## src/rtl/alpha_blend_pkg.sv

```systemverilog
// Shared constants for the N-channel alpha blender: alpha source modes and
// the full-scale alpha value derived from the alpha width.
package alpha_blend_pkg;

  localparam logic [1:0] MODE_PIXEL  = 2'd0;
  localparam logic [1:0] MODE_GLOBAL = 2'd1;
  localparam logic [1:0] MODE_FADE   = 2'd2;
  localparam logic [1:0] MODE_BYPASS = 2'd3;

  // Full-scale alpha (fully foreground) for an alpha of the given width.
  function automatic logic [31:0] amax_of(input int unsigned aw);
    return (32'd1 << aw) - 32'd1;
  endfunction

endpackage

```

## src/rtl/alpha_blend_nch_channel.sv

```systemverilog
// One colour channel of the blender: four registered stages computing
// round((F*a + B*(AMAX-a)) / AMAX), saturated to the channel width.
module blend_channel
  import alpha_blend_pkg::*;
#(
  parameter int DW = 8,
  parameter int AW = 8
) (
  input  logic          sys_clk,
  input  logic          rst,
  input  logic [DW-1:0] f,
  input  logic [DW-1:0] b,
  input  logic [AW-1:0] a,
  output logic [DW-1:0] y
);

  localparam int PW = DW + AW;
  localparam int SW = PW + 1;
  localparam int RW = SW + 1;
  localparam logic [31:0]   AMAX_32 = amax_of(AW);
  localparam logic [AW-1:0] AMAX    = AMAX_32[AW-1:0];
  localparam logic [SW-1:0] HALF    = SW'(1) << (AW - 1);
  localparam logic [DW-1:0] DMAX    = {DW{1'b1}};

  logic [DW-1:0] f1, b1;
  logic [AW-1:0] a1;
  logic [PW-1:0] pf2, pb2;
  logic [SW-1:0] t3;
  logic [RW-1:0] r4;

  // Divide by AMAX as (t + t/2^AW) / 2^AW; t already carries the half-LSB bias.
  assign r4 = ({1'b0, t3} + {1'b0, (t3 >> AW)}) >> AW;

  always_ff @(posedge sys_clk or posedge rst) begin
    if (rst) begin
      f1  <= '0;
      b1  <= '0;
      a1  <= '0;
      pf2 <= '0;
      pb2 <= '0;
      t3  <= '0;
      y   <= '0;
    end else begin
      f1  <= f;
      b1  <= b;
      a1  <= a;
      pf2 <= PW'(f1) * PW'(a1);
      pb2 <= PW'(b1) * PW'(AMAX - a1);
      t3  <= SW'(pf2) + SW'(pb2) + HALF;
      y   <= (r4 > RW'(DMAX)) ? DMAX : r4[DW-1:0];
    end
  end

endmodule

```

## src/rtl/alpha_blend_nch.sv

```systemverilog
// N-channel alpha blender. Mode and global settings are latched on the rising
// edge of v_sync so a frame is never torn; output lags input by 4 clocks.
module alpha_blend_nch
  import alpha_blend_pkg::*;
#(
  parameter int CH = 3,
  parameter int DW = 8,
  parameter int AW = 8
) (
  input  logic             sys_clk,
  input  logic             rst,
  input  logic             i_h_sync,
  input  logic             i_v_sync,
  input  logic             i_de,
  input  logic [CH*DW-1:0] i_back_ground,
  input  logic [CH*DW-1:0] i_front_ground,
  input  logic [AW-1:0]    i_alpha,
  input  logic [1:0]       i_mode,
  input  logic [AW-1:0]    i_global_alpha,
  input  logic [AW-1:0]    i_fade_step,
  input  logic             i_fade_dir,
  output logic             o_h_sync,
  output logic             o_v_sync,
  output logic             o_de,
  output logic [CH*DW-1:0] o_data,
  output logic             o_fade_done
);

  localparam logic [31:0]   AMAX_32 = amax_of(AW);
  localparam logic [AW-1:0] AMAX    = AMAX_32[AW-1:0];

  // No handshake: one pixel is accepted and one produced on every clock.
  logic          vs_prev, vs_rise;
  logic [1:0]    mode_q;
  logic [AW-1:0] galpha_q, fade_a, fade_up, fade_dn, fade_end, alpha_sel;
  logic          dir_q;
  logic [AW:0]   up_sum;
  logic [3:0]    hs_sr, vs_sr, de_sr;

  assign vs_rise = i_v_sync & ~vs_prev;

  always_comb begin
    up_sum   = {1'b0, fade_a} + {1'b0, i_fade_step};
    fade_up  = (up_sum > {1'b0, AMAX}) ? AMAX : up_sum[AW-1:0];
    fade_dn  = (fade_a > i_fade_step) ? (fade_a - i_fade_step) : '0;
    fade_end = dir_q ? '0 : AMAX;
  end

  always_comb begin
    alpha_sel = i_alpha;
    case (mode_q)
      MODE_PIXEL:  alpha_sel = i_alpha;
      MODE_GLOBAL: alpha_sel = galpha_q;
      MODE_FADE:   alpha_sel = fade_a;
      MODE_BYPASS: alpha_sel = AMAX;
      default:     alpha_sel = i_alpha;
    endcase
  end

  always_ff @(posedge sys_clk or posedge rst) begin
    if (rst) begin
      vs_prev     <= 1'b0;
      mode_q      <= MODE_PIXEL;
      galpha_q    <= '0;
      dir_q       <= 1'b0;
      fade_a      <= '0;
      o_fade_done <= 1'b0;
    end else begin
      vs_prev     <= i_v_sync;
      o_fade_done <= (mode_q == MODE_FADE) && (fade_a == fade_end);
      if (vs_rise) begin
        mode_q   <= i_mode;
        galpha_q <= i_global_alpha;
        dir_q    <= i_fade_dir;
        // Entering fade starts at the far end; staying in fade steps with the new direction.
        if (i_mode == MODE_FADE && mode_q != MODE_FADE)
          fade_a <= i_fade_dir ? AMAX : '0;
        else if (i_mode == MODE_FADE && mode_q == MODE_FADE)
          fade_a <= i_fade_dir ? fade_dn : fade_up;
      end
    end
  end

  always_ff @(posedge sys_clk or posedge rst) begin
    if (rst) begin
      hs_sr <= '0;
      vs_sr <= '0;
      de_sr <= '0;
    end else begin
      hs_sr <= {hs_sr[2:0], i_h_sync};
      vs_sr <= {vs_sr[2:0], i_v_sync};
      de_sr <= {de_sr[2:0], i_de};
    end
  end

  assign o_h_sync = hs_sr[3];
  assign o_v_sync = vs_sr[3];
  assign o_de     = de_sr[3];

  for (genvar k = 0; k < CH; k++) begin : g_ch
    blend_channel #(.DW(DW), .AW(AW)) u_ch (
      .sys_clk (sys_clk),
      .rst     (rst),
      .f       (i_front_ground[k*DW +: DW]),
      .b       (i_back_ground[k*DW +: DW]),
      .a       (alpha_sel),
      .y       (o_data[k*DW +: DW])
    );
  end

endmodule

```

## config.mk

```make
export PLATFORM = sky130hd
export DESIGN_NAME = alpha_blend_nch
export DESIGN_NICKNAME = d
export VERILOG_FILES = /design/src/rtl/alpha_blend_pkg.sv /design/src/rtl/alpha_blend_nch_channel.sv /design/src/rtl/alpha_blend_nch.sv
export SDC_FILE = /design/constraint.sdc
export NUM_CORES = 1
export LEC_CHECK = 0
export BUFFER_PORTS_ARGS = -buffer_cell sky130_fd_sc_hd__buf_2
export CAP_MARGIN = 5
export CELL_PAD_IN_SITES_DETAIL_PLACEMENT = 1
export CELL_PAD_IN_SITES_GLOBAL_PLACEMENT = 1
export CORE_MARGIN = 2
export CORE_UTILIZATION = 45
export DETAILED_ROUTE_END_ITERATION = 8
export GPL_ROUTABILITY_DRIVEN = 1
export GPL_TIMING_DRIVEN = 0
export MAX_ROUTING_LAYER = met4
export PLACE_DENSITY = 0.85
export SETUP_SLACK_MARGIN = 0.5
export SLEW_MARGIN = 10
export SYNTH_ARGS = -nofsm -noshare
export SYNTH_HDL_FRONTEND = slang
export SYNTH_SLANG_ARGS = --single-unit
```

## constraint.sdc

```tcl
create_clock -name sys_clk -period 14.3 [get_ports sys_clk]
set_clock_uncertainty 0.2 [all_clocks]
set_input_delay 2.86 -clock sys_clk [delete_from_list [all_inputs] [get_ports sys_clk]]
set_output_delay 2.86 -clock sys_clk [all_outputs]
set_load 0.005 [all_outputs]
```

* Yosys cells after proc, flatten, opt, wreduce, memory -nomap -nowiden
Cells that the tools add are included.
** Storage, ports and cells
- Register bits :: 260
- Input bits :: 80
- Output and inout bits :: 28
- Word-level logic and storage cells :: 76
** Cells by class
- Add/subtract/negate cells :: 12
- $mul :: 6
- Order comparisons :: 5
- Equality and inequality tests :: 6
- Muxes and demuxes :: 11
- Bitwise operators :: 2
- Reduce and logical (&&, ||, !) cells :: 6
** Operators with widths (number)
- 8-bit two-way mux :: 10
- 17-bit by 9-bit adder with 18-bit output :: 3
- 16-bit by 16-bit adder with 17-bit output :: 3
- 17-bit by 8-bit adder with 17-bit output, second input constant :: 3
- 8-bit by 8-bit multiplier with 16-bit output :: 3
- 8-bit by 16-bit multiplier with 16-bit output :: 2
- 8-bit case mux with 4 select lines :: 1
- 10-bit by 8-bit greater-than comparator with 1-bit output, second input constant :: 3
- 9-bit by 9-bit multiplier with 16-bit output :: 1
- 8-bit by 8-bit adder with 9-bit output :: 1
- 9-bit by 8-bit greater-than comparator with 1-bit output, second input constant :: 1
- 8-bit by 8-bit subtractor with 9-bit output, first input constant :: 1
- 8-bit == test :: 1
- 8-bit greater-than comparator :: 1
- 8-bit subtractor :: 1
- 2-bit == test, second input constant :: 3
- 1-bit logical AND :: 3
- 2-bit by 1-bit == test with 1-bit output, second input constant :: 1
- 2-bit zero test :: 1
- 2-bit != test, second input constant :: 1
- 2-bit AND reduction :: 1
- 2-bit nonzero test :: 1
- 1-bit AND :: 1
- 1-bit NOT :: 1

* Logic depth before layout (Yosys ltp)
Gate-level depths: netlist of run 1.
- Depth after elaboration :: 6
- Gate-level depth with buffers :: 19
- Depth with buffers taken out :: 17

* By module
A second synthesis of run 1 with hierarchy kept.
** Unflattened totals
- Cell total of the unflattened synthesis :: 2480
- Area, all modules :: 25116.6 µm²
** Modules (own cells, without submodules)
- blend_channel (g_ch[2].u_ch) :: times used 1, cells each 770, area each 7718.7 µm²
- blend_channel (g_ch[0].u_ch) :: times used 1, cells each 762, area each 7648.6 µm²
- blend_channel (g_ch[1].u_ch) :: times used 1, cells each 734, area each 7554.7 µm²
- alpha_blend_nch :: times used 1, cells each 214, area each 2194.6 µm²

* Worst setup path after synthesis of run 1
OpenSTA, ideal clock, no wires.
- Path type :: input-to-reg
- Start :: in i_fade_step[0]
- End :: reg fade_a[2]
- Library setup time :: 0.134 ns
- Arrival :: 4.765 ns
- Path slack :: 9.201 ns
- Cell stages on the path :: 11
- Path buffers :: 1
- Cells stage by stage :: ha_1 -> inv_1 -> fa_1 -> a21oi_2 -> o22ai_2 -> o41ai_4 -> or3_1 -> buf_6 -> o22ai_1 -> a2111oi_0 -> o21ai_1
** Between the ends
- Word-level cells in the longest chain between the ends :: 6
- Elaborated cells between the ends (all ways) :: 9
- Those cells by class :: 2 x add/sub; 2 x order compare; 5 x mux
** RTL lines
- from (decl) :: line alpha_blend_nch.sv:20 : input logic [AW-1:0] i_fade_step,
- 8-bit by 8-bit adder with 9-bit output :: line alpha_blend_nch.sv:43 : up_sum = {1'b0, fade_a} + {1'b0, i_fade_step};
- 9-bit by 8-bit greater-than comparator with 1-bit output :: line alpha_blend_nch.sv:44 : fade_up = (up_sum > {1'b0, AMAX}) ? AMAX : up_sum[AW-1:0];
- 8-bit two-way mux :: line alpha_blend_nch.sv:44
- 8-bit two-way mux (*) :: line alpha_blend_nch.sv:79 : fade_a <= i_fade_dir ? fade_dn : fade_up;
- 8-bit two-way mux (*) :: line alpha_blend_nch.sv:78 : else if (i_mode == MODE_FADE && mode_q == MODE_FADE)
- 8-bit two-way mux (*) :: line alpha_blend_nch.sv:76 : if (i_mode == MODE_FADE && mode_q != MODE_FADE)
- to (signal assigned) :: line alpha_blend_nch.sv:77 : fade_a <= i_fade_dir ? AMAX : '0;
- to (signal assigned) :: line alpha_blend_nch.sv:79
- to (decl) :: line alpha_blend_nch.sv:35 : logic [AW-1:0] galpha_q, fade_a, fade_up, fade_dn, fade_end, alpha_sel;
Every way passes the cells marked *; elsewhere a longest branch is shown, timed or not. The select of a mux whose other input is x is not followed.
A chain may end at the register's enable or synchronous reset.

==> metrics.csv, run 1 <==
stage,metric,value,unit
cells_and_area,Syn-to-layout area delta,10.6,%
routing,post-route ant nets,0,
yosys,Avg Synthesized Cell Area,10.2,sq um
yosys,"Cell Area, Synth",0.0238,sq mm
clock_tree,worst skew pair latency,0.60,ns
yosys,"FF+latch count, synth",259,
clock_tree,setup bufs post-CTS,0,
sta,Final period util,43.2,%
floorplan,Initial Util,45.4,%
routing,final WL,61400,um
hold_path,Hold Path Class,reg -> reg,
worst_setup_path,crit path from,g_ch[2].u_ch.a1[6],
floorplan,die height,234,um
yosys,"Seq/Total Area, Yosys",27.2,%
worst_setup_path,worst path bufs/invs,5,
clock_tree,Hold Buf Count CTS,0,
clock_tree,CTS root buf,clkbuf_16,
worst_setup_path,CP Capture Type,flip-flop,
worst_setup_path,WP data arrival,6.45,ns
sta,max-slew violation count,0,
worst_setup_path,FF-to-FF End,g_ch[1].u_ch.pf2[15],
status,status,completed,
yosys,ys flop type,dfrtp_1,
sta,Max Fclk,162,MHz
yosys,syn nets,2975,
clock_tree,PostCTS Resize Cnt,0,
yosys,"EDFF count, synth",0,
routing,DRT Pass-1 Iters,5,
sta,setup ws final,8.12,ns
cells_and_area,Filler Cells Inserted,5804,
floorplan,row cnt,84,
worst_setup_path,FF-to-FF Start,g_ch[2].u_ch.a1[6],
global_route,initial antenna violation count,6,
worst_setup_path,Critical Path Fanout Max,10,
yosys,Synth async-reset ratio,100,%
sta,RSZ-0062 raised after global routing,false,
worst_setup_path,Worst path max stage delay,0.62,ns
worst_setup_path,slowest stage cell on the critical path,clkbuf_1,
worst_setup_path,critical path type,reg -> reg,
worst_setup_path,R2R depth,18,
floorplan,die area,0.0547,sq mm
clock_tree,CTS buffer count,31,
routing,DR iter-0 viols,556,
worst_setup_path,Worst path depth,18,
placement,DPL Wire Length,47800,um
worst_setup_path,"setup slack, reg-to-reg",8.12,ns
routing,Avg WL per Cell,19.3,um
clock_tree,H-tree levels,1,
sta,Hold Worst Slack,0.144,ns
sta,max_slew headroom,37.4,%
routing,DRC,0,
worst_setup_path,Worst path top cell family by delay,adder cells,
routing,Vias/cell,5.36,
floorplan,chip width,234,um
worst_setup_path,Startpoint Class,flip-flop,
clock_tree,"Reg clk slew, reported paths",0.07,ns
flow_run,Max Cap Violations,0,
sta,TNS Setup,0,ns
placement,# port buffers,106,
sta,Fin. Hold Viols,0,
worst_setup_path,WP data required,14.57,ns
cells_and_area,NumNets Final,3116,
clock_tree,CTS Sinks,259,
yosys,Synth Warn #,0,
clock_tree,CTS tree,built,
floorplan,I/O pins,108,
global_route,total grt overflow,0,
worst_setup_path,Worst Setup EP,g_ch[1].u_ch.pf2[15],
cells_and_area,layout cells sized above 1,8.59,%
sta,slew of the pin with the lowest slew margin,0.930,ns
routing,vias,17100,
clock_tree,CTS Buffer Depth,3,
sta,setup violators final,0,
worst_setup_path,worst-path cell chain,clkbuf_1 > clkbuf_1 > nand2_1 > fa_1 > fa_1 > inv_1 > fa_1 > inv_1 > fa_1 > inv_1 > ha_1 > o21a_1 > o31a_1 > o211ai_1 > a21oi_1 > a2111oi_2 > a21oi_1 > xnor2_1,
yosys,Cells after Synth,2325,
worst_setup_path,CP most frequent cell,fa_1,
yosys,post-synthesis cell type count,67,
floorplan,core area,0.0524,sq mm
global_route,vias in the first global route,19800,
sta,Period minus WS final,6.18,ns
global_route,Overall Global Routing Usage,24.3,%
placement,GP Congestion,0.872,
placement,"worst slack, placed",8.16,ns
global_route,largest net degree at the start of global routing,119,
global_route,first-pass GRT wire length,102000,um
## stage by stage
| stage | cells | utilization [%] | instance area (sq um) |
|---|---|---|---|
| 5_1_grt | 3183 | 50.2 | 26300 |
| 3_3_place_gp | 3119 | 48.0 | 25200 |
| 4_1_cts | 3178 | 50.2 | 26300 |
| 6_report | 3183 | 50.2 | 26300 |
| 3_5_place_dp | 3121 | 48.1 | 25200 |
| 2_1_floorplan | 2325 | - | 23800 |
## logic make-up (layout without fill, tap and decap cells)
kind of cell | after synthesis | after routing | synth area share, %
and+or+nand+nor | 652 | 652 | 15.2
DFF | 259 | 259 | 27.2
buffers and inverters | 388 | 553 | 6.27
other | 0 | 5 | 0
muxes | 21 | 21 | 0.984
xor gates and xnor gates | 111 | 111 | 4.09
adders and majority gates | 570 | 570 | 37.0
AOI/OAI and AO/OA | 324 | 324 | 9.27
## sequential cells by signal, summed over array words and instances, names as in the netlist, 2 cells and up
register,flops
g_ch.u_ch.b1,24
fade_a,8
g_ch.u_ch.f1,24
g_ch.u_ch.t3,51
g_ch.u_ch.pb2,48
de_sr,4
mode_q,2
g_ch.u_ch.pf2,48
g_ch.u_ch.y,24
hs_sr,4
vs_sr,4
g_ch.u_ch.a1,8
galpha_q,8
## cell usage after synthesis, types with 10 or more instances
master,instances,area [sq um]
nand3_1,24,120
xnor2_1,91,797
a21o_1,25,188
o21ai_0,46,230
nand2b_1,47,294
clkbuf_1,46,173
mux2_2,19,214
and2_1,159,995
and3_1,17,106
nor2_1,72,270
nor3_1,22,110
dfrtp_1,259,6480
o21bai_1,14,105
a211oi_1,10,75.1
xor2_1,20,175
a21oi_1,104,521
o21a_1,33,248
nand2_1,99,372
nor2b_1,176,1100
ha_1,349,4370
fa_1,221,4420
inv_1,335,1260
## worst min-delay path by stage
stage,cells after the start,endpoint,start
2_1_floorplan,0,de_sr[1],de_sr[0]
3_3_place_gp,0,de_sr[3],de_sr[2]
3_5_place_dp,0,de_sr[1],de_sr[0]
4_1_cts,0,de_sr[1],de_sr[0]
5_1_grt,0,hs_sr[3],hs_sr[2]
6_report,0,de_sr[1],de_sr[0]
## cell type report
type | count | area [sq um] | share of cell area [%]
clock inverter | 23 | 245 | 0.932
clock buffer | 34 | 817 | 3.10
inverter | 335 | 1260 | 4.81
sequential | 259 | 6480 | 24.6
multi-input combinational | 1678 | 15800 | 60.1
timing repair buffer | 108 | 586 | 2.22
buffer | 53 | 235 | 0.894
antenna | 5 | 12.5 | 0.0475
tap | 688 | 861 | 3.27
## metal layers
metal	track usage, %	share of wire [%]	vias to the layer above
met5	-	0	-
met4	8.23	3.6	0
met3	3.64	4.3	133
met2	42.7	51	363
met1	28.3	41	8697
li1	-	-	7865
## layout by cell type, fill, tap and decap left out, types with 9 or more instances in the layout
master     instances
a21o_1            25
clkbuf_16         31
ha_1             349
xnor2_1           91
nand2b_1          47
buf_2            108
a21oi_1          104
a211oi_1          10
o21bai_1          14
mux2_2            19
nand3_1           24
and3_1            17
clkbuf_1          46
fa_1             221
nor2b_1          176
o21a_1            33
and2_1           159
xor2_1            20
inv_1            334
nor3_1            22
nand2_1           99
o21ai_0           46
nor2_1            72
dfrtp_1          259
clkinv_2           9
Power of run 1 is left out: the tool's default activity adds up to more than one toggle a clock period on the data nets, which glitch-free logic cannot reach.
==> run 2, diff against run 1 <==
==> constraint.sdc (replaced) <==
create_clock -name sys_clk -period 5.9 [get_ports sys_clk]
set_clock_uncertainty 0.2 [all_clocks]
set_input_delay 1.18 -clock sys_clk [delete_from_list [all_inputs] [get_ports sys_clk]]
set_output_delay 1.18 -clock sys_clk [all_outputs]
set_load 0.005 [all_outputs]
==> metrics.csv, run 2 (same netlist as run 1, synthesis figures left out) <==
stage,metric,value,unit
worst_setup_path,WP data arrival,5.57,ns
worst_setup_path,WP data required,6.17,ns
cells_and_area,most flop-heavy register,g_ch.u_ch.t3,
floorplan,Initial Util,45.4,%
routing,Top Layer Used,met4,
sta,setup violators final,0,
floorplan,die height,234,um
global_route,initial antenna violation count,1,
sta,RSZ-0062 raised after global routing,true,
floorplan,chip width,234,um
worst_setup_path,"setup slack, reg-to-reg",0.61,ns
clock_tree,CTS root buf,clkbuf_16,
worst_setup_path,critical path type,reg -> reg,
worst_setup_path,Worst Setup EP,g_ch[2].u_ch.pf2[15],
sta,Max Fclk,189,MHz
routing,Vias/cell,5.44,
sta,max_slew headroom,34.7,%
routing,wire length on met1,26000,um
routing,DRT Pass-1 Iters,5,
sta,Fin. Hold Viols,0,
routing,DRC,0,
cells_and_area,"commonest non-fill, non-tap cells in the layout","ha_1, inv_1, dfrtp_1",
routing,routed wl met2,32900,um
worst_setup_path,Startpoint Class,flip-flop,
status,status,completed,
worst_setup_path,CP Capture Type,flip-flop,
sta,Final period util,89.7,%
clock_tree,CTS Sinks,259,
worst_setup_path,FF-to-FF Start,g_ch[2].u_ch.a1[2],
clock_tree,worst skew pair latency,0.60,ns
global_route,first-pass GRT wire length,105000,um
clock_tree,CTS Buffer Depth,3,
clock_tree,H-tree levels,1,
global_route,vias in the first global route,20300,
floorplan,die area,0.0547,sq mm
worst_setup_path,crit path from,g_ch[2].u_ch.a1[2],
placement,# port buffers,106,
clock_tree,CTS tree,built,
clock_tree,CTS buffer count,30,
floorplan,core area,0.0524,sq mm
sta,max-slew violation count,0,
hold_path,Hold Path Class,reg -> reg,
cells_and_area,max reg flops,51,
cells_and_area,"commonest non-fill, non-tap cell in the layout",ha_1,
placement,DPL Wire Length,48200,um
routing,Routed met3 length,2590,um
cells_and_area,Syn-to-layout area delta,12.0,%
global_route,largest net degree at the start of global routing,39,
routing,post-route ant nets,0,
global_route,Overall Global Routing Usage,25.1,%
cells_and_area,NumNets Final,3126,
sta,Period minus WS final,5.29,ns
global_route,total grt overflow,0,
cells_and_area,layout cells sized above 1,10.5,%
routing,DR iter-0 viols,846,
routing,final WL,64000,um
flow_run,Max Cap Violations,0,
sta,slew of the pin with the lowest slew margin,0.972,ns
cells_and_area,top flop regs,"g_ch.u_ch.t3: 51 flops, g_ch.u_ch.pb2: 48 flops, g_ch.u_ch.pf2: 48 flops",
routing,Avg WL per Cell,20.1,um
floorplan,I/O pins,108,
worst_setup_path,FF-to-FF End,g_ch[2].u_ch.pf2[15],
floorplan,row cnt,84,
placement,GP Congestion,0.861,
cells_and_area,Finished Core Util,50.8,%
worst_setup_path,R2R depth,19,
worst_setup_path,Critical Path Fanout Max,10,
clock_tree,"Reg clk slew, reported paths",0.06,ns
routing,vias,17300,
## run 2: changes by cell type in the layout (fill, tap and decap cells not counted), sizes merged
cell	change
clkinv	-5
diode	-4
inv	+3
bufinv	+1
clkbuf	-7
clkinvlp	+1
buf	+17
## run 2: cell type report
| class | count | area [sq um] |
|---|---|---|
| fillers | 5789 | 25800 |
| multi-input cells | 1678 | 15900 |
| flip-flops and latches | 259 | 6490 |
| inverters | 335 | 1260 |
| well taps | 688 | 861 |
| clock buffers | 33 | 793 |
| repair buffers | 119 | 736 |
| plain buffers | 53 | 334 |
| clock inverters | 23 | 282 |
| diodes | 1 | 2.50 |
## run 2: routing by layer
metal	up-vias	GRT usage, %
met5	-	-
met2	376	44.5
met3	162	2.75
met4	0	9.81
li1	7882	-
met1	8922	29.2
## run 2: worst min path at each step
stage	from	to	slack, ns	cells past startpoint
final	hs_sr[2]	hs_sr[3]	0.15	0
after global routing	de_sr[1]	de_sr[2]	0.17	0
after CTS	hs_sr[2]	hs_sr[3]	0.15	0
after detailed placement	hs_sr[2]	hs_sr[3]	0.14	0
after global placement	de_sr[2]	de_sr[3]	0.13	0
after floorplan	de_sr[0]	de_sr[1]	0.13	0
## run 2: metrics by stage
step | TNS [ns] | hold slack (ns) | cell area (sq um) | setup slack (ns) | cells
floorplan | 0 | 0.131 | 23800 | 0.866 | 2325
global placement | -59.50 | 0.132 | 25200 | -0.279 | 3119
detailed placement | -0.373 | 0.137 | 25400 | -0.253 | 3127
CTS | 0 | 0.151 | 26600 | 0.449 | 3184
global route | 0 | 0.169 | 26600 | 0.425 | 3189
finish | 0 | 0.148 | 26600 | 0.607 | 3189
## run 2: repair_timing
| action | in CTS | in global routing |
|---|---|---|
| gates resized for setup | 43 | 37 |
| hold buffers | 0 | 0 |
| endpoints found under the setup margin | 20 | 16 |
| pin swaps | 2 | 8 |
| setup buffers | 1 | 4 |
## run 2: worst max-delay path, stage by stage, from the launching register on
cell and delay [ns]:
dfrtp_2 0.46, clkbuf_4 0.23, buf_4 0.22, and2_1 0.17, fa_1 0.53, inv_1 0.05
fa_1 0.53, inv_1 0.05, fa_1 0.48, inv_1 0.06, fa_1 0.49, inv_1 0.05
ha_1 0.33, o21a_1 0.13, o31a_1 0.14, o211ai_1 0.26, a21oi_1 0.15, a2111oi_4 0.25
a21oi_1 0.14, xnor2_1 0.25
Power of run 2 is left out for the same reason.
